==> src/rtl/sd_spi_pkg.sv <==
// Shared types and constants for the SD SPI byte engine: FSM state encoding,
// byte width, the idle bus byte and the bit-counter width.
package sd_spi_pkg;

  localparam int          SD_BYTE_W    = 8;
  localparam logic [7:0]  SD_IDLE_BYTE = 8'hFF;
  localparam int          SD_BIT_CNT_W = $clog2(SD_BYTE_W);

  typedef enum logic [1:0] {
    IDLE = 2'd0,
    LOW  = 2'd1,
    HIGH = 2'd2
  } sd_spi_state_e;

endpackage

==> src/rtl/sd_spi_clk_div.sv <==
// Half-period counter for the SPI clock: counts 0..i_half-1 while enabled and
// flags the last cycle of each phase with o_phase_end.
module sd_spi_clk_div #(
  parameter int W = 3
) (
  input  logic         clk,
  input  logic         n_rst,
  input  logic         i_clear,
  input  logic         i_en,
  input  logic [W-1:0] i_half,
  output logic         o_phase_end
);

  logic [W-1:0] r_cnt;
  logic         w_last;

  assign w_last      = (r_cnt == i_half - W'(1));
  assign o_phase_end = i_en && w_last;

  always_ff @(posedge clk or negedge n_rst) begin
    if (!n_rst) begin
      r_cnt <= '0;
    end else if (i_clear) begin
      r_cnt <= '0;
    end else if (i_en) begin
      if (w_last) r_cnt <= '0;
      else        r_cnt <= r_cnt + W'(1);
    end
  end

endmodule

==> src/rtl/sd_spi_byte_engine.sv <==
// SPI mode-0 master byte transceiver for the SD card link. Define
// SD_SPI_INIT_CLK_EN to add the slow identification clock (INIT_DIV, i_init_mode).
module sd_spi_byte_engine
  import sd_spi_pkg::*;
#(
  parameter int CLK_DIV = 4,
  parameter int BYTE_W  = SD_BYTE_W
`ifdef SD_SPI_INIT_CLK_EN
  ,
  parameter int INIT_DIV = 64
`endif
) (
  input  logic              clk,
  input  logic              n_rst,
  input  logic [BYTE_W-1:0] i_tx_data,
  input  logic              i_tx_valid,
  output logic              o_tx_ready,
  output logic [BYTE_W-1:0] o_rx_data,
  output logic              o_rx_valid,
  input  logic              i_cs_en,
  output logic              o_sclk,
  output logic              o_mosi,
  input  logic              i_miso,
  output logic              o_cs_n,
`ifdef SD_SPI_INIT_CLK_EN
  input  logic              i_init_mode,
`endif
  output sd_spi_state_e     o_dbg_state
);

  // Handshake: a byte is taken on any clk edge where i_tx_valid && o_tx_ready;
  // o_rx_valid is a single-cycle strobe with no back-pressure.

`ifdef SD_SPI_INIT_CLK_EN
  localparam int MAX_DIV = (INIT_DIV > CLK_DIV) ? INIT_DIV : CLK_DIV;
`else
  localparam int MAX_DIV = CLK_DIV;
`endif
  localparam int DIV_W = $clog2(MAX_DIV + 1);

  sd_spi_state_e           r_state, w_state_nx;
  logic                    r_sclk, w_sclk_nx;
  logic                    r_mosi, w_mosi_nx;
  logic                    r_cs_n, w_cs_n_nx;
  logic                    r_tx_ready, w_tx_ready_nx;
  logic                    r_rx_valid, w_rx_valid_nx;
  logic [BYTE_W-1:0]       r_rx_data, w_rx_data_nx;
  logic [BYTE_W-2:0]       r_tx_sh, w_tx_sh_nx;
  logic [BYTE_W-2:0]       r_rx_sh, w_rx_sh_nx;
  logic [SD_BIT_CNT_W-1:0] r_bit_cnt, w_bit_cnt_nx;
  logic                    w_accept;
  logic                    w_phase_end;
  logic                    w_last_bit;
  logic [DIV_W-1:0]        w_half;

`ifdef SD_SPI_INIT_CLK_EN
  logic r_init_mode;

  // Divider choice is frozen for the whole byte so sclk never changes rate mid-transfer.
  always_ff @(posedge clk or negedge n_rst) begin
    if (!n_rst)        r_init_mode <= 1'b0;
    else if (w_accept) r_init_mode <= i_init_mode;
  end

  assign w_half = r_init_mode ? DIV_W'(INIT_DIV) : DIV_W'(CLK_DIV);
`else
  assign w_half = DIV_W'(CLK_DIV);
`endif

  sd_spi_clk_div #(.W(DIV_W)) u_clk_div (
    .clk         (clk),
    .n_rst       (n_rst),
    .i_clear     (w_accept),
    .i_en        (r_state != IDLE),
    .i_half      (w_half),
    .o_phase_end (w_phase_end)
  );

  assign w_last_bit = (r_bit_cnt == SD_BIT_CNT_W'(BYTE_W - 1));

  always_ff @(posedge clk or negedge n_rst) begin
    if (!n_rst) begin
      r_state    <= IDLE;
      r_sclk     <= 1'b0;
      r_mosi     <= 1'b1;
      r_cs_n     <= 1'b1;
      r_tx_ready <= 1'b1;
      r_rx_valid <= 1'b0;
      r_rx_data  <= '0;
      r_tx_sh    <= '0;
      r_rx_sh    <= '0;
      r_bit_cnt  <= '0;
    end else begin
      r_state    <= w_state_nx;
      r_sclk     <= w_sclk_nx;
      r_mosi     <= w_mosi_nx;
      r_cs_n     <= w_cs_n_nx;
      r_tx_ready <= w_tx_ready_nx;
      r_rx_valid <= w_rx_valid_nx;
      r_rx_data  <= w_rx_data_nx;
      r_tx_sh    <= w_tx_sh_nx;
      r_rx_sh    <= w_rx_sh_nx;
      r_bit_cnt  <= w_bit_cnt_nx;
    end
  end

  always_comb begin
    w_state_nx    = r_state;
    w_sclk_nx     = r_sclk;
    w_mosi_nx     = r_mosi;
    w_cs_n_nx     = r_cs_n;
    w_tx_ready_nx = r_tx_ready;
    w_rx_valid_nx = 1'b0;
    w_rx_data_nx  = r_rx_data;
    w_tx_sh_nx    = r_tx_sh;
    w_rx_sh_nx    = r_rx_sh;
    w_bit_cnt_nx  = r_bit_cnt;
    w_accept      = 1'b0;
    case (r_state)
      IDLE: begin
        // Chip select only moves here, so it can never change under a running sclk.
        w_cs_n_nx = ~i_cs_en;
        if (i_tx_valid) begin
          w_accept      = 1'b1;
          w_state_nx    = LOW;
          w_tx_ready_nx = 1'b0;
          w_sclk_nx     = 1'b0;
          w_mosi_nx     = i_tx_data[BYTE_W-1];
          w_tx_sh_nx    = i_tx_data[BYTE_W-2:0];
          w_bit_cnt_nx  = '0;
        end
      end
      LOW: begin
        if (w_phase_end) begin
          w_state_nx = HIGH;
          w_sclk_nx  = 1'b1;
        end
      end
      HIGH: begin
        if (w_phase_end) begin
          w_sclk_nx  = 1'b0;
          w_rx_sh_nx = {r_rx_sh[BYTE_W-3:0], i_miso};
          if (w_last_bit) begin
            w_state_nx    = IDLE;
            w_rx_valid_nx = 1'b1;
            w_rx_data_nx  = {r_rx_sh, i_miso};
            w_tx_ready_nx = 1'b1;
            w_mosi_nx     = SD_IDLE_BYTE[SD_BYTE_W-1];
          end else begin
            w_state_nx   = LOW;
            w_mosi_nx    = r_tx_sh[BYTE_W-2];
            w_tx_sh_nx   = {r_tx_sh[BYTE_W-3:0], SD_IDLE_BYTE[0]};
            w_bit_cnt_nx = r_bit_cnt + SD_BIT_CNT_W'(1);
          end
        end
      end
      default: w_state_nx = IDLE;
    endcase
  end

  assign o_tx_ready  = r_tx_ready;
  assign o_rx_data   = r_rx_data;
  assign o_rx_valid  = r_rx_valid;
  assign o_sclk      = r_sclk;
  assign o_mosi      = r_mosi;
  assign o_cs_n      = r_cs_n;
  assign o_dbg_state = r_state;

endmodule

==> config.mk <==
export PLATFORM = sky130hd
export DESIGN_NAME = sd_spi_byte_engine
export DESIGN_NICKNAME = d
export VERILOG_FILES = /design/src/rtl/sd_spi_pkg.sv /design/src/rtl/sd_spi_clk_div.sv /design/src/rtl/sd_spi_byte_engine.sv
export SDC_FILE = /design/constraint.sdc
export NUM_CORES = 1
export LEC_CHECK = 0
export ABC_CLOCK_PERIOD_IN_PS = 2300
export CAP_MARGIN = 20
export CORE_ASPECT_RATIO = 0.8
export CORE_MARGIN = 2
export CORE_UTILIZATION = 40
export DETAILED_ROUTE_END_ITERATION = 8
export GPL_ROUTABILITY_DRIVEN = 0
export GPL_TIMING_DRIVEN = 0
export MAX_ROUTING_LAYER = met4
export SYNTH_ARGS = -nofsm -noshare
export SYNTH_HDL_FRONTEND = slang
export SYNTH_SLANG_ARGS = --single-unit
==> constraint.sdc <==
create_clock -name clk -period 2.3 [get_ports clk]
set_input_delay 0.46 -clock clk [delete_from_list [all_inputs] [get_ports clk]]
set_output_delay 0.46 -clock clk [all_outputs]
set_load 0.05 [all_outputs]
## Word level (Yosys, flattened, before mapping)

Index checks and enable logic that the tools add are counted.

- Register bits: 35
- Logic and storage cells: 68

- Bitwise logic cells: 1
- Equality and inequality tests: 9
- Add/subtract/negate cells: 2
- Reduce and logical (&&, ||, !) cells: 13
- Multiplexer cells: 32

Operators with widths:

| cell | number |
|---|---|
| $mux W7 | 3 |
| $mux W3 | 6 |
| $mux W1 | 14 |
| $pmux W7 S2 | 1 |
| $reduce_and A4 Y1 | 3 |
| $reduce_and A3 Y1 | 3 |
| $add A3 B1 Y3 const B | 2 |
| $mux W2 | 3 |
| $ne A2 B2 Y1 const B | 3 |
| $pmux W2 S3 | 1 |
| $pmux W3 S2 | 1 |
| $reduce_bool A2 Y1 | 3 |
| $ne A2 B1 Y1 const B | 2 |
| $pmux W1 S2 | 2 |
| $eq A3 B2 Y1 const B | 1 |
| $eq A3 B3 Y1 const B | 1 |
| $pmux W1 S3 | 1 |
| $reduce_bool A3 Y1 | 1 |
| $eq A2 B1 Y1 const B | 1 |
| $eq A2 B2 Y1 const B | 1 |
| $logic_not A2 Y1 | 1 |
| $reduce_and A2 Y1 | 1 |
| $logic_and A1 B1 Y1 | 1 |
| $not A1 Y1 | 1 |

## Longest topological paths before layout

- Depth in word-level cells: 4
- Depth in mapped cells: 6
- Depth with buffers taken out: 5

## By module

A second synthesis with hierarchy kept.

- Cells, all modules: 131
- Area, all modules: 1,710.4 µm²

Modules (own cells, without submodules):

| module | times used | cells each | area each (µm²) | seq. area each (µm²) |
|---|---|---|---|---|
| sd_spi_byte_engine | 1 | 109 | 1,471.4 | 804.5 |
| sd_spi_clk_div | 1 | 22 | 239.0 | 75.1 |

## Least setup slack after synthesis

Ideal clock, no wire load.

- Path type: reg-to-reg
- Start: register r_bit_cnt[0]
- End: register r_tx_sh[1]
- Data arrival time: 1.722 ns
- Buffers on the path: 1
- Clock period less this slack: 1.847 ns
- Data required time: 2.175 ns
- Stages on the path, launching flop included: 7
- Setup slack: 0.453 ns
- Cells stage by stage: dfrtp_1 ha_1 ha_1 nand4bb_1 buf_2 a21oi_4 mux2_2

- Longest elaborated chain between the ends: 3

Ends and longest elaborated chain:

| what | line | RTL |
|---|---|---|
| start: declaration | sd_spi_byte_engine.sv:50 | `logic [SD_BIT_CNT_W-1:0] r_bit_cnt, w_bit_cnt_nx;` |
| start signal: assignment | sd_spi_byte_engine.sv:103 | `r_bit_cnt <= w_bit_cnt_nx;` |
| $eq A3 B3 Y1 | sd_spi_byte_engine.sv:79 | `assign w_last_bit = (r_bit_cnt == SD_BIT_CNT_W'(BYTE_W - 1));` |
| $ne A2 B2 Y1 (no line) | -- |  |
| $reduce_and A4 Y1 (no line) | -- |  |
| end signal: assignment | sd_spi_byte_engine.sv:101 | `r_tx_sh <= w_tx_sh_nx;` |
| end: declaration | sd_spi_byte_engine.sv:48 | `logic [BYTE_W-2:0] r_tx_sh, w_tx_sh_nx;` |

No other way between the ends.
A chain may end at the register's enable or synchronous reset.

## Worst setup path after layout

- Start: register r_tx_ready, in the netlist o_tx_ready
- End: output port o_tx_ready

RTL lines:

| what | line | RTL |
|---|---|---|
| start: declaration | sd_spi_byte_engine.sv:45 | `logic r_tx_ready, w_tx_ready_nx;` |
| start signal: assignment | sd_spi_byte_engine.sv:98 | `r_tx_ready <= w_tx_ready_nx;` |
| end: declaration | sd_spi_byte_engine.sv:17 | `output logic o_tx_ready,` |

No word-level cell between the ends.

==> out/metrics.cfg <==
[yosys]
synth.most_common_cell=dfrtp_1
synthDistinctLibCells=31
synth_area_leaders=dfrtp_1, mux2_2, mux2_4
synth_top_area_cell=dfrtp_1
synthArstFlopShare=1.00
synth_edf_count=0
yosys-top-cells-count=dfrtp_1, mux2_2, nand2_1
synth.ff_latch_count=35
yosys_warnings=0
synth_cells=125
synth_area_per_cell_sq_um=13.0
synth_area_sq_um=1620
synth_top_area_share=0.494
synth_ff_type=dfrtp_1
ys_seq_area_frac=0.543
syn_nets=141

[pwr]
p_seq_frac=0.398
power_mw=2.25
powerDensity_nw_per_um2=1100
switching_share=0.355
peakVddDrop_uv=604
switching_power_uw=799
combPwrFrac=0.388
clkPwrFrac=0.213
power.internal_mw=1.45
p_leak_nw=0.924

[clocking]
postCtsSetupBuffers=0
clkSlewWorstSetupHoldPaths_ns=0.07
clock-sinks=35
cts_made_buffers=5
cts.path.max_buffers=2
htree_levels=2
ctsRootBufferMaster=clkbuf_8
insertion_delay_ns=0.29
hold_buffers=0
cts_tree=done
cts_resized=0

[route]
route.met3.wl_um=129
wl_per_cell_um=13.3
met1_length_mm=1.46
dr_total_vias=1055
route.met2.wl_mm=1.22
maxUsedRoutingLayer=met4
ant_nets=0
first_pass_iters=4
viasPerCell=4.91
route.detailed.drc=0
routed_wl_mm=2.86
drt_iter0_markers=33

[setup_path]
reg2reg_slack_ns=0.31
endpoint_kind=output port
critical_path.top_delay_family=buffers and inverters
path_buf_inv=1
path_class=flip-flop to output port
arrival_ns=1.62
crit_path_cell_trace=clkdlybuf4s50_1
cp.required_ns=1.84
worstPathMaxFanout=3
cp_slowest_cell=clkdlybuf4s50_1
cpPeakStageDelay_ns=0.80
setup.worst_path.start_class=flip-flop
cp.depth=1
r2r.worst_path.cells=6

[floorplan]
fp-row-count=20
io_pins=28
die_h_um=60.9
start_util=0.420
die_w_um=75.2
dieArea_sq_um=4580
core_area_sq_um=3850

[grt]
grt_max_degree=36
antenna_found_initial=0
grt.total_usage=0.151
grt_first_pass_wirelength_mm=4.76
grt-ovfl-total=0
grt_pass1_vias=1034

[final_layout]
stdcell_count=215
diodes=0
area_growth_pct=26.8
fillers=350
final_nets=175
layout-drive-gt1-share=0.294

[outcome]
status=finished, final reports clean

[timing]
final_hold_viol_count=0
worst_slack_ns=0.218
fin_tns_setup_ns=0
rsz0062_at_grt=false
slew_headroom=0.488
setup_viol=0
fin_crit_ns=2.08
clock.fmax_mhz=480
finalCritPeriodShare=0.905
slew_violations=0
worstMarginPinSlew_ns=0.767
skew_ns=0.00747

[placed_design]
numPortBuffers=27
hpwl_mm=1.96
dpl.cell_count=207
pre_cts_ws_ns=0.297

[run]
drv_cap=0

[hold_path]
hold_class=primary input to asynchronous set/reset pin

==> cell usage in the layout (no fill, tap or decap), drive strengths merged <==
cell,netlist,routed
dfrtp,32,32
mux2,27,27
clkdlybuf4s50,0,26
nand2,12,12
o21ai,10,10
clkbuf,1,9
buf,5,6
inv,5,5
a21oi,4,4
nor2,3,3
o211ai,3,3
ha,3,3
dfstp,3,3
nand2b,2,2
nand3,2,2
and4bb,1,1
or2,1,1
nand4bb,1,1
o32a,1,1
nor3b,1,1
nor2b,1,1
or4b,1,1
mux2i,1,1
nor4bb,1,1
a31o,1,1
o211a,1,1
a221o,1,1
or3,1,1
==> area by class of cell <==
class | count | area, sq um | share of cell area
inverters | 5 | 18.8 | 0.00914
multi-input cells | 79 | 681 | 0.331
repair buffers | 27 | 265 | 0.129
plain buffers | 6 | 41.3 | 0.0201
flip-flops and latches | 35 | 880 | 0.428
well taps | 55 | 68.8 | 0.0335
clock buffers | 8 | 100 | 0.0487
==> per-layer routing <==
metal | vias to the layer above | track usage
li1 | 507 | -
met1 | 522 | 0.210
met2 | 20 | 0.198
met3 | 6 | 0.0598
met4 | 0 | 0.0526
met5 | - | -
==> power by group through the flow <==
stage | clock (mW) | combinational, mW | sequential (mW)
after floorplan | 0 | 0.481 | 1.06
after global placement | 0 | 0.872 | 0.901
after detailed placement | 0 | 0.883 | 0.909
after CTS | 0.498 | 0.887 | 0.899
after global routing | 0.526 | 0.967 | 0.916
final | 0.481 | 0.875 | 0.897
==> kinds of logic after synthesis <==
group	Yosys count	share of synthesized area
buffers and inverters	11	0.0371
and+or+nand+nor	27	0.0965
muxes	28	0.212
AOI/OAI and AO/OA	21	0.0880
adders and majority gates	3	0.0232
DFF	35	0.543
==> path summary, 6_finish.rpt <==
kind	startpoint	to
setup / recovery	o_tx_ready	o_tx_ready
hold / removal	n_rst	r_tx_sh[1]
setup reg to reg	r_bit_cnt[0]	r_tx_sh[5]
hold reg to reg	o_mosi	o_mosi
max in group asynchronous	n_rst	o_rx_valid
min in group clk	o_mosi	o_mosi
==> sequential cells by signal (all words and copies together) (netlist names), 2 cells and up <==
register,flops
u_clk_div.r_cnt,3
o_rx_data,8
r_tx_sh,7
r_bit_cnt,3
r_rx_sh,7
o_dbg_state,2
==> stage by stage <==
step / util / hold slack [ns] / area (sq um)
after floorplan: - / 0.164 / 1620
after global placement: 0.508 / 0.459 / 1960
after detailed placement: 0.507 / 0.466 / 1950
after CTS: 0.533 / 0.263 / 2050
after global routing: 0.533 / 0.299 / 2050
final: 0.533 / 0.245 / 2050
(Power assumes the default switching activity.)
